[src/rtl/sda_bus_arbiter.sv]
// Round-robin arbiter and byte sequencer for the parallel SDA/SCL peripheral bus.
// Optional ack timeout enabled by defining SDA_ARB_TIMEOUT_EN.
module sda_bus_arbiter #(
  parameter int NREQ    = 2,
  parameter int SCL_DIV = 4,
  parameter int ACK_TMO = 16
) (
  input  logic              clk,
  input  logic              rst_n,
  input  logic [NREQ-1:0]   req,
  input  logic [NREQ-1:0]   wr,
  input  logic [8*NREQ-1:0] wdata,
  output logic [NREQ-1:0]   gnt,
  output logic              done,
  output logic              nack,
  output logic [7:0]        rdata,
  output logic [7:0]        sda_out,
  output logic              sda_oe,
  input  logic [7:0]        sda_in,
  output logic              scl
);

  localparam int PW      = $clog2(NREQ);
  localparam int CNT_MAX = (SCL_DIV > ACK_TMO) ? SCL_DIV : ACK_TMO;
  localparam int CW      = $clog2(CNT_MAX + 1);

  typedef enum logic [2:0] {
    S_IDLE, S_ARB, S_SETUP, S_STROBE, S_ACK, S_DONE
  } state_t;

  state_t          state_reg, state_next;
  logic [CW-1:0]   cnt_reg, cnt_next;
  logic [PW-1:0]   ptr_reg, ptr_next;
  logic [PW-1:0]   sel_reg, sel_next;
  logic            wr_reg, wr_next;
  logic [7:0]      wdata_reg, wdata_next;
  logic [7:0]      rdata_reg, rdata_next;
  logic            nack_reg, nack_next;

  logic [7:0]      wdata_arr [NREQ];
  logic            win_found;
  logic [PW-1:0]   win_idx;
  int              cand;
  logic            busy;

  for (genvar gi = 0; gi < NREQ; gi++) begin : g_req
    assign wdata_arr[gi] = wdata[8*gi +: 8];
    assign gnt[gi] = (busy && sel_reg == PW'(gi)) ||
                     (state_reg == S_ARB && win_found && win_idx == PW'(gi));
  end

  // Scan from the farthest offset down so the nearest requester after ptr wins.
  always_comb begin
    win_found = 1'b0;
    win_idx   = '0;
    cand      = 0;
    for (int k = NREQ; k >= 1; k--) begin
      cand = (int'(ptr_reg) + k) % NREQ;
      if (req[cand[PW-1:0]]) begin
        win_found = 1'b1;
        win_idx   = cand[PW-1:0];
      end
    end
  end

  always_comb begin
    state_next = state_reg;
    cnt_next   = cnt_reg + CW'(1);
    ptr_next   = ptr_reg;
    sel_next   = sel_reg;
    wr_next    = wr_reg;
    wdata_next = wdata_reg;
    rdata_next = rdata_reg;
    nack_next  = nack_reg;
    case (state_reg)
      S_IDLE: if (|req) state_next = S_ARB;
      S_ARB: begin
        if (win_found) begin
          sel_next   = win_idx;
          wr_next    = wr[win_idx];
          wdata_next = wdata_arr[win_idx];
          nack_next  = 1'b0;
          state_next = S_SETUP;
        end else begin
          state_next = S_IDLE;
        end
      end
      S_SETUP: if (cnt_reg == CW'(SCL_DIV - 1)) state_next = S_STROBE;
      S_STROBE: begin
        if (cnt_reg == CW'(SCL_DIV - 1)) begin
          if (wr_reg) begin
            state_next = S_ACK;
          end else begin
            rdata_next = sda_in;
            state_next = S_DONE;
          end
        end
      end
      S_ACK: begin
        if (!sda_in[0]) begin
          nack_next  = 1'b0;
          state_next = S_DONE;
        end
`ifdef SDA_ARB_TIMEOUT_EN
        else if (cnt_reg == CW'(ACK_TMO - 1)) begin
          nack_next  = 1'b1;
          state_next = S_DONE;
        end
`endif
      end
      S_DONE: begin
        ptr_next   = sel_reg;
        state_next = S_IDLE;
      end
      default: state_next = S_IDLE;
    endcase
    if (state_next != state_reg) cnt_next = '0;
  end

  always_ff @(posedge clk or negedge rst_n) begin
    if (!rst_n) begin
      state_reg <= S_IDLE;
      cnt_reg   <= '0;
      ptr_reg   <= PW'(NREQ - 1);
      sel_reg   <= '0;
      wr_reg    <= 1'b0;
      wdata_reg <= 8'hFF;
      rdata_reg <= 8'h00;
      nack_reg  <= 1'b0;
    end else begin
      state_reg <= state_next;
      cnt_reg   <= cnt_next;
      ptr_reg   <= ptr_next;
      sel_reg   <= sel_next;
      wr_reg    <= wr_next;
      wdata_reg <= wdata_next;
      rdata_reg <= rdata_next;
      nack_reg  <= nack_next;
    end
  end

  // Outputs decode from registered state so reset reaches the pads without a clock.
  assign busy    = (state_reg == S_SETUP) || (state_reg == S_STROBE) ||
                   (state_reg == S_ACK)   || (state_reg == S_DONE);
  assign done    = (state_reg == S_DONE);
  assign rdata   = rdata_reg;
  assign scl     = !((state_reg == S_SETUP) || (state_reg == S_ACK));
  assign sda_oe  = wr_reg && ((state_reg == S_SETUP) || (state_reg == S_STROBE));
  assign sda_out = sda_oe ? wdata_reg : 8'hFF;
`ifdef SDA_ARB_TIMEOUT_EN
  assign nack    = done && nack_reg;
`else
  assign nack    = 1'b0;
`endif

endmodule

[config.mk]
export PLATFORM = sky130hd
export DESIGN_NAME = sda_bus_arbiter
export DESIGN_NICKNAME = d
export VERILOG_FILES = /design/src/rtl/sda_bus_arbiter.sv
export SDC_FILE = /design/constraint.sdc
export NUM_CORES = 1
export LEC_CHECK = 0
export ABC_AREA = 1
export CAP_MARGIN = 20
export CORE_UTILIZATION = 39
export DETAILED_ROUTE_END_ITERATION = 8
export PLACE_DENSITY = 0.73
export SLEW_MARGIN = 20
export SYNTH_ARGS = -nofsm -noshare
export SYNTH_HDL_FRONTEND = slang
export SYNTH_SLANG_ARGS = --single-unit
export TNS_END_PERCENT = 30
[constraint.sdc]
create_clock -name clk -period 1.6 [get_ports clk]
set_clock_uncertainty 0.15 [all_clocks]
set_input_delay 0.16 -clock clk [delete_from_list [all_inputs] [get_ports clk]]
set_output_delay 0.16 -clock clk [all_outputs]
set_load 0.02 [all_outputs]
==> results of run 1 <==
==> cell families (layout without fill, tap and decap cells) <==
family                     after synthesis  in the layout  synth area share, %
DFF                                     27             27                 49.7
muxes                                    8              8                 8.70
buffers and inverters                   34            116                 10.3
and+or+nand+nor                         58             58                 18.1
other                                    1              1                0.271
adders and majority gates                1              1                0.906
AOI/OAI and AO/OA                       19             20                 10.1
xor gates and xnor gates                 3              3                 1.90
==> report_power, final <==
part	switching [W]	total [W]	internal, W
registers	0.000149	0.00121	0.00106
logic	0.00140	0.00269	0.00129
clock network	0.000218	0.000320	0.000102
==> stage by stage <==
stage          power [W]  setup WS [ns]
6_report         0.00422         -0.338
5_1_grt          0.00450         -0.431
4_1_cts          0.00392         -0.321
3_5_place_dp     0.00350         -0.545
3_3_place_gp     0.00343         -0.464
2_1_floorplan    0.00243        -0.0160
==> cell type report <==
cell class                 count  share of cell area [%]
clock inverter                 1                   0.380
multi-input combinational     91                    29.8
sequential                    27                    29.8
timing repair buffer          83                    31.8
tap                           46                    2.50
inverter                      29                    4.72
clock buffer                   3                   0.977
==> critical path: stages, from the launching register on <==
cell and delay [ns]:
sky130_fd_sc_hd__dfrtp_2 0.47, sky130_fd_sc_hd__inv_2 0.10, sky130_fd_sc_hd__nand2_1 0.08, sky130_fd_sc_hd__nand2_1 0.07
sky130_fd_sc_hd__o21ai_1 0.11, sky130_fd_sc_hd__and3_4 0.20, sky130_fd_sc_hd__o21ai_2 0.13, sky130_fd_sc_hd__buf_6 0.13
==> Yosys cell counts (all sizes together) <==
cell type / n / share of area, %
or2: 1 / 0.45
nor2: 14 / 4.0
o21ai: 5 / 1.8
and3: 1 / 0.45
dfstp: 9 / 17
buf: 5 / 2.4
ha: 1 / 0.91
xor2: 2 / 1.3
nand2: 27 / 7.3
inv: 29 / 7.9
o221ai: 9 / 5.7
o22ai: 1 / 0.45
conb: 1 / 0.27
nand3: 14 / 5.4
o21bai: 1 / 0.54
a21oi: 2 / 1.0
xnor2: 1 / 0.63
o211ai: 1 / 0.54
dfrtp: 18 / 33
mux2: 8 / 8.7
nand4: 1 / 0.45
==> how the worst min path moves through the flow <==
| stage | endpoint | slack, ns | cells past startpoint |
|---|---|---|---|
| after floorplan | cnt_reg[0] | -0.29 | 0 |
| after global placement | ptr_reg | 0.33 | 2 |
| after detailed placement | rdata[7] | 0.34 | 1 |
| after CTS | rdata[0] | 0.03 | 2 |
| after global routing | rdata[2] | 0.05 | 2 |
| final | rdata[0] | 0.02 | 2 |
==> routing by layer <==
layer	up-vias	global-route usage, %	routed length (um)
li1	657	-	-
met1	657	24.3	1650
met2	35	36.9	2000
met3	6	3.15	125
met4	0	7.30	45
met5	-	0	0
==> what timing repair did <==
item,in CTS,in global routing
setup buffers,6,4
pin swaps,7,13
setup endpoints to repair,38,38
gates resized for setup,80,28
gates cloned,1,0
==> results by group, run 1 <==
Route
  – Vias after detailed routing: about 1400
  – Detailed router's first-iteration violation count: 66
  – Drt drc: 0
  – Average wire per cell in the routed design: 13.7 um
  – 1st-pass router iterations: 5
  – Via/cell ratio: 4.84
  – Post-detailed-routing wire length: 3.82 mm
  – Number of nets still failing antenna checks after routing: 0

Place
  – Area of placed instances: 0.00211 mm^2
  – Final weighted congestion of routability-driven global placement: 0.827
  – Half-perimeter wire length of the detailed placement result: between 2 and 3 mm
  – Port bufs: 50
  – Placed insts: between 200 and 300

Critical path
  – Critical path capture point type: output port
  – CP Class: register to output port
  – Required @ worst endpoint: 1.29 ns
  – Critical Path Source Type: register
  – Peak fanout along the critical path: 3
  – CP startpoint: state_reg[0]
  – Reg-to-reg critical path endpoint: rdata[3]
  – Reg-to-reg setup timing slack: -0.14 ns
  – Data arrival time of the critical path: 1.63 ns
  – Worst setup path endpoint: gnt[1]
  – Launch point of the worst reg-to-reg path: state_reg[0]
  – Register-to-Register Path Depth: 5

Floorplan
  – Area enclosed by the die boundary: ~0.0038 mm^2
  – Core footprint: 0.00336 mm^2
  – Initial core utilization: 41.1%
  – Die Wd: 61.5 um
  – Height of the die: 61.5 um
  – Total I/O pin count: 52
  – Row Count: 21

Clock network
  – H-tree depth reported by CTS: 1
  – Hold buffer count at cts: 0
  – Clock tree root driver cell: sky130_fd_sc_hd__clkbuf_4
  – TritonCTS clock tree: yes
  – Clock sink total: 27
  – Latest clock arrival within the worst-skew pair: approximately 0.33 ns
  – Register clock-pin slew on the reported worst setup and hold paths: 0.16 ns
  – Deepest clock path buffer count: 2
  – Num CTS Buffers: 3

STA
  – Worst slack on hold paths: around 0.021 ns
  – # setup viols final: 33
  – Final hold violation count: 0
  – Fin crit share: 121%
  – Worst path setup slack after routing: -0.338 ns
  – Final critical path time including I/O delays and setup: 1.94 ns
  – Number of max-slew violations in the final report: 0
  – RSZ-0062 raised after global routing: true
  – Achievable Freq: between 500 and 600 MHz
  – TNS Setup: -4.96 ns

Cells and area
  – Finished Layout Cells: 280
  – Summed area of non-filler cells in the final layout: between 0.002 and 0.0025 mm^2
  – Sequential cell area: 688 um^2
  – Post-layout util: 68.6%
  – Fraction of layout cells with a size suffix above 1: 44.4%
  – Filler Cells Inserted: 276
  – Most used cells in the layout excluding fill and tap cells: sky130_fd_sc_hd__buf_4 (32), sky130_fd_sc_hd__clkdlybuf4s50_1 (29), sky130_fd_sc_hd__inv_1 (24)
  – Net count reported at finish: 266
  – Number of antenna diodes: 0
  – Most frequent standard cell in the layout excluding fill and tap cells: sky130_fd_sc_hd__buf_4
  – Area of combinational cells with multiple inputs: about 690 um^2
  – Synth-to-layout area growth: 66.9%

Yosys
  – Post-synthesis net count: approximately 180
  – Syn. warnings: 0
  – Seq/Total Area, Yosys: 49.7%
  – Seq cells post-synth: 27
  – Synthesized area: 0.00138 mm^2
  – Synthesized instance count: 151
  – Synth cell types: 26
  – Avg Inst Size Synth: approximately 9.1 um^2

Run status
  – Run status: finished, violations left
  – Failing checks: negative setup slack

Global routing
  – Global Route Usage Sum: 20.4%
  – Largest net degree at the start of global routing: 28
  – First-pass GRT wire length: ~5.6 mm
  – Initial antenna violation count: 0
  – Via count of the first global-routing pass: approximately 1300
  – Overflow left after global routing: 0

Min path
  – Hold/Removal Path Class: input pin to async pin

Power
  – Peak supply drop: 1030 uV
  – Leakage power total: 1.09 nW
  – Power density of the placed cells: 1830 mW/mm^2

Run
  – Max Cap Violations: 0
No activity file was read; power rests on OpenSTA's default activity.
==> run 2: changes to the inputs <==
Settings changed: CORE_UTILIZATION 39 to 35, PLACE_DENSITY 0.73 to 0.66.
==> run 2 against run 1 <==
The flow still finishes with violations (negative setup slack). Flip-flop and latch count unchanged. Cell count is 0.71% lower. Combinational power up 5%. Sequential share of layout area fell by 0.90 points. Routed wire length hardly changed. Clock-buffer cell count stayed put. Via count shrank 1.1%. Sequential power about the same. Clock power increased by 21%. Highest routed layer unchanged.
==> results by group, run 2 (synthesis results as in run 1) <==
Global routing
  – First-pass GRT wire length: 6.19 mm
  – Global Route Usage Sum: 19.5%
  – Overflow left after global routing: 0
  – Initial antenna violation count: 0
  – Largest net degree at the start of global routing: 28
  – Via count of the first global-routing pass: 1408

Route
  – Drt drc: 0
  – Via/cell ratio: 4.82
  – Vias after detailed routing: 1340
  – Post-detailed-routing wire length: around 3.8 mm
  – Number of nets still failing antenna checks after routing: 0
  – Detailed router's first-iteration violation count: 53
  – 1st-pass router iterations: 4
  – Average wire per cell in the routed design: approximately 14 um

Floorplan
  – Die Wd: about 65 um
  – Initial core utilization: a little under two fifths
  – Area enclosed by the die boundary: roughly 0.0042 mm^2
  – Height of the die: 64.8 um
  – Total I/O pin count: 52
  – Core footprint: 0.00372 mm^2
  – Row Count: 22

Min path
  – Hold/Removal Path Class: input pin to async pin

Cells and area
  – Summed area of non-filler cells in the final layout: 0.00238 mm^2
  – Synth-to-layout area growth: 72.1%
  – Most frequent standard cell in the layout excluding fill and tap cells: sky130_fd_sc_hd__clkdlybuf4s50_1
  – Net count reported at finish: approximately 260
  – Most used cells in the layout excluding fill and tap cells: sky130_fd_sc_hd__clkdlybuf4s50_1 (36), sky130_fd_sc_hd__buf_4 (25), sky130_fd_sc_hd__inv_1 (23)
  – Number of antenna diodes: 0
  – Fraction of layout cells with a size suffix above 1: 45.7%
  – Finished Layout Cells: approximately 280

Clock network
  – Latest clock arrival within the worst-skew pair: 0.28 ns
  – Deepest clock path buffer count: 2
  – Hold buffer count at cts: 0
  – H-tree depth reported by CTS: 1
  – TritonCTS clock tree: yes
  – Num CTS Buffers: 3
  – Register clock-pin slew on the reported worst setup and hold paths: 0.09 ns
  – Clock sink total: 27
  – Clock tree root driver cell: sky130_fd_sc_hd__clkbuf_8

Critical path
  – Required @ worst endpoint: 1.29 ns
  – CP Class: register to output port
  – Largest delay contributor family on the critical path: flip-flops
  – Worst path bufs/invs: 3
  – Standard cell with the maximum stage delay on the critical path: sky130_fd_sc_hd__dfrtp_1
  – Critical Path Source Type: register
  – Peak fanout along the critical path: 3
  – Worst path max stage delay: about 0.44 ns
  – Critical path capture point type: output port
  – Data arrival time of the critical path: 1.52 ns
  – Worst-path cell chain: inv_2, nor2_4, nand2_4, a21oi_4, buf_6, nand2_4, buf_6

STA
  – TNS Setup: -2.67 ns
  – Fin crit share: 115%
  – Worst slack on hold paths: 0.101 ns
  – Final critical path time including I/O delays and setup: around 1.8 ns
  – Number of max-slew violations in the final report: 0
  – # setup viols final: 25
  – Worst path setup slack after routing: -0.233 ns
  – Final hold violation count: 0
  – Achievable Freq: ~550 MHz
  – RSZ-0062 raised after global routing: true

Power
  – Power density of the placed cells: 1860 mW/mm^2
  – Peak supply drop: 925 uV
  – Leakage power total: 1.10 nW

Place
  – Final weighted congestion of routability-driven global placement: about 0.8
  – Half-perimeter wire length of the detailed placement result: 2.63 mm
  – Placed insts: ~270
  – Worst slack at placement: -0.506 ns
  – Port bufs: 50
  – Area of placed instances: about 0.0021 mm^2

Run
  – Max Cap Violations: 0

Run status
  – Failing checks: negative setup slack
  – Run status: finished, violations left
## run 2: cell count changes in the layout (fill, tap and decap cells not counted), sizes merged
cell,change
dlymetal6s2s,+1
dlygate4sd2,-8
buf,-4
inv,-1
clkdlybuf4s50,+7
clkinv,+1
## run 2: metrics by stage
step,utilization (%),power [W]
global route,64.0,0.00471
global placement,56.8,0.00339
detailed placement,56.8,0.00345
CTS,61.9,0.00426
floorplan,-,0.00243
finish,64.0,0.00442
## run 2: worst reg2reg max path: stages (launching register included)
cell and delay, ns:
sky130_fd_sc_hd__dfrtp_1 0.38, sky130_fd_sc_hd__ha_2 0.24, sky130_fd_sc_hd__nand2_1 0.07, sky130_fd_sc_hd__nor2_1 0.13
sky130_fd_sc_hd__nand2_2 0.07, sky130_fd_sc_hd__nand2_2 0.07, sky130_fd_sc_hd__nand2_1 0.06, sky130_fd_sc_hd__nand2_2 0.08
sky130_fd_sc_hd__nand2_2 0.06, sky130_fd_sc_hd__nand2_1 0.07, sky130_fd_sc_hd__nand2_2 0.10, sky130_fd_sc_hd__nor2_1 0.11
## run 2: path summary, 6_finish.rpt
kind	cells after the start	startpoint	end	slack [ns]
max	7	state_reg[1]	sda_out[4]	-0.23
min	2	rst_n	rdata[4]	0.10
max reg2reg	11	cnt_reg[1]	cnt_reg[0]	-0.06
min reg2reg	2	ptr_reg	ptr_reg	0.34
max in group asynchronous	2	rst_n	ptr_reg	0.89
min in group clk	3	wdata[12]	wdata_reg[4]	0.29
## run 2: what timing repair did
item                                    in CTS  in global routing
setup buffers                                5                  0
pin swaps                                    9                  6
endpoints found under the setup margin      35                 37
gates resized for setup                    100                 21
hold endpoints to repair                     0                  0
gates cloned                                 1                  0
## run 2: cell type report
class	count	area, um^2
Clock buffer	3	41.3
Clock inverter	1	5.00
Fill cell	294	1340
Inverter	29	109
Multi-Input combinational cell	91	722
Sequential cell	27	688
Tap cell	48	60.1
Timing Repair Buffer	79	752
## run 2: report_power, final
group | leakage, nW | internal [W] | total (W) | switching (W)
Sequential | 0.316 | 0.00106 | 0.00122 | 0.000159
Clock | 0.0255 | 0.000175 | 0.000388 | 0.000213
Combinational | 0.758 | 0.00141 | 0.00282 | 0.00140
Total | 1.10 | 0.00265 | 0.00442 | 0.00178
## run 2: layer usage
metal | share of wire, % | track usage [%] | wire [um]
met1 | 40 | 22.0 | 1550
met2 | 54 | 36.2 | 2050
met4 | 1.4 | 7.78 | 54
met3 | 4.5 | 2.82 | 173
met5 | 0 | 0 | 0
==> run 3: changes to the inputs <==
Settings changed: SLEW_MARGIN 20 to 25.
==> results of run 3 <==
No change in the layout: final DEF, timing and power equal those of run 2.
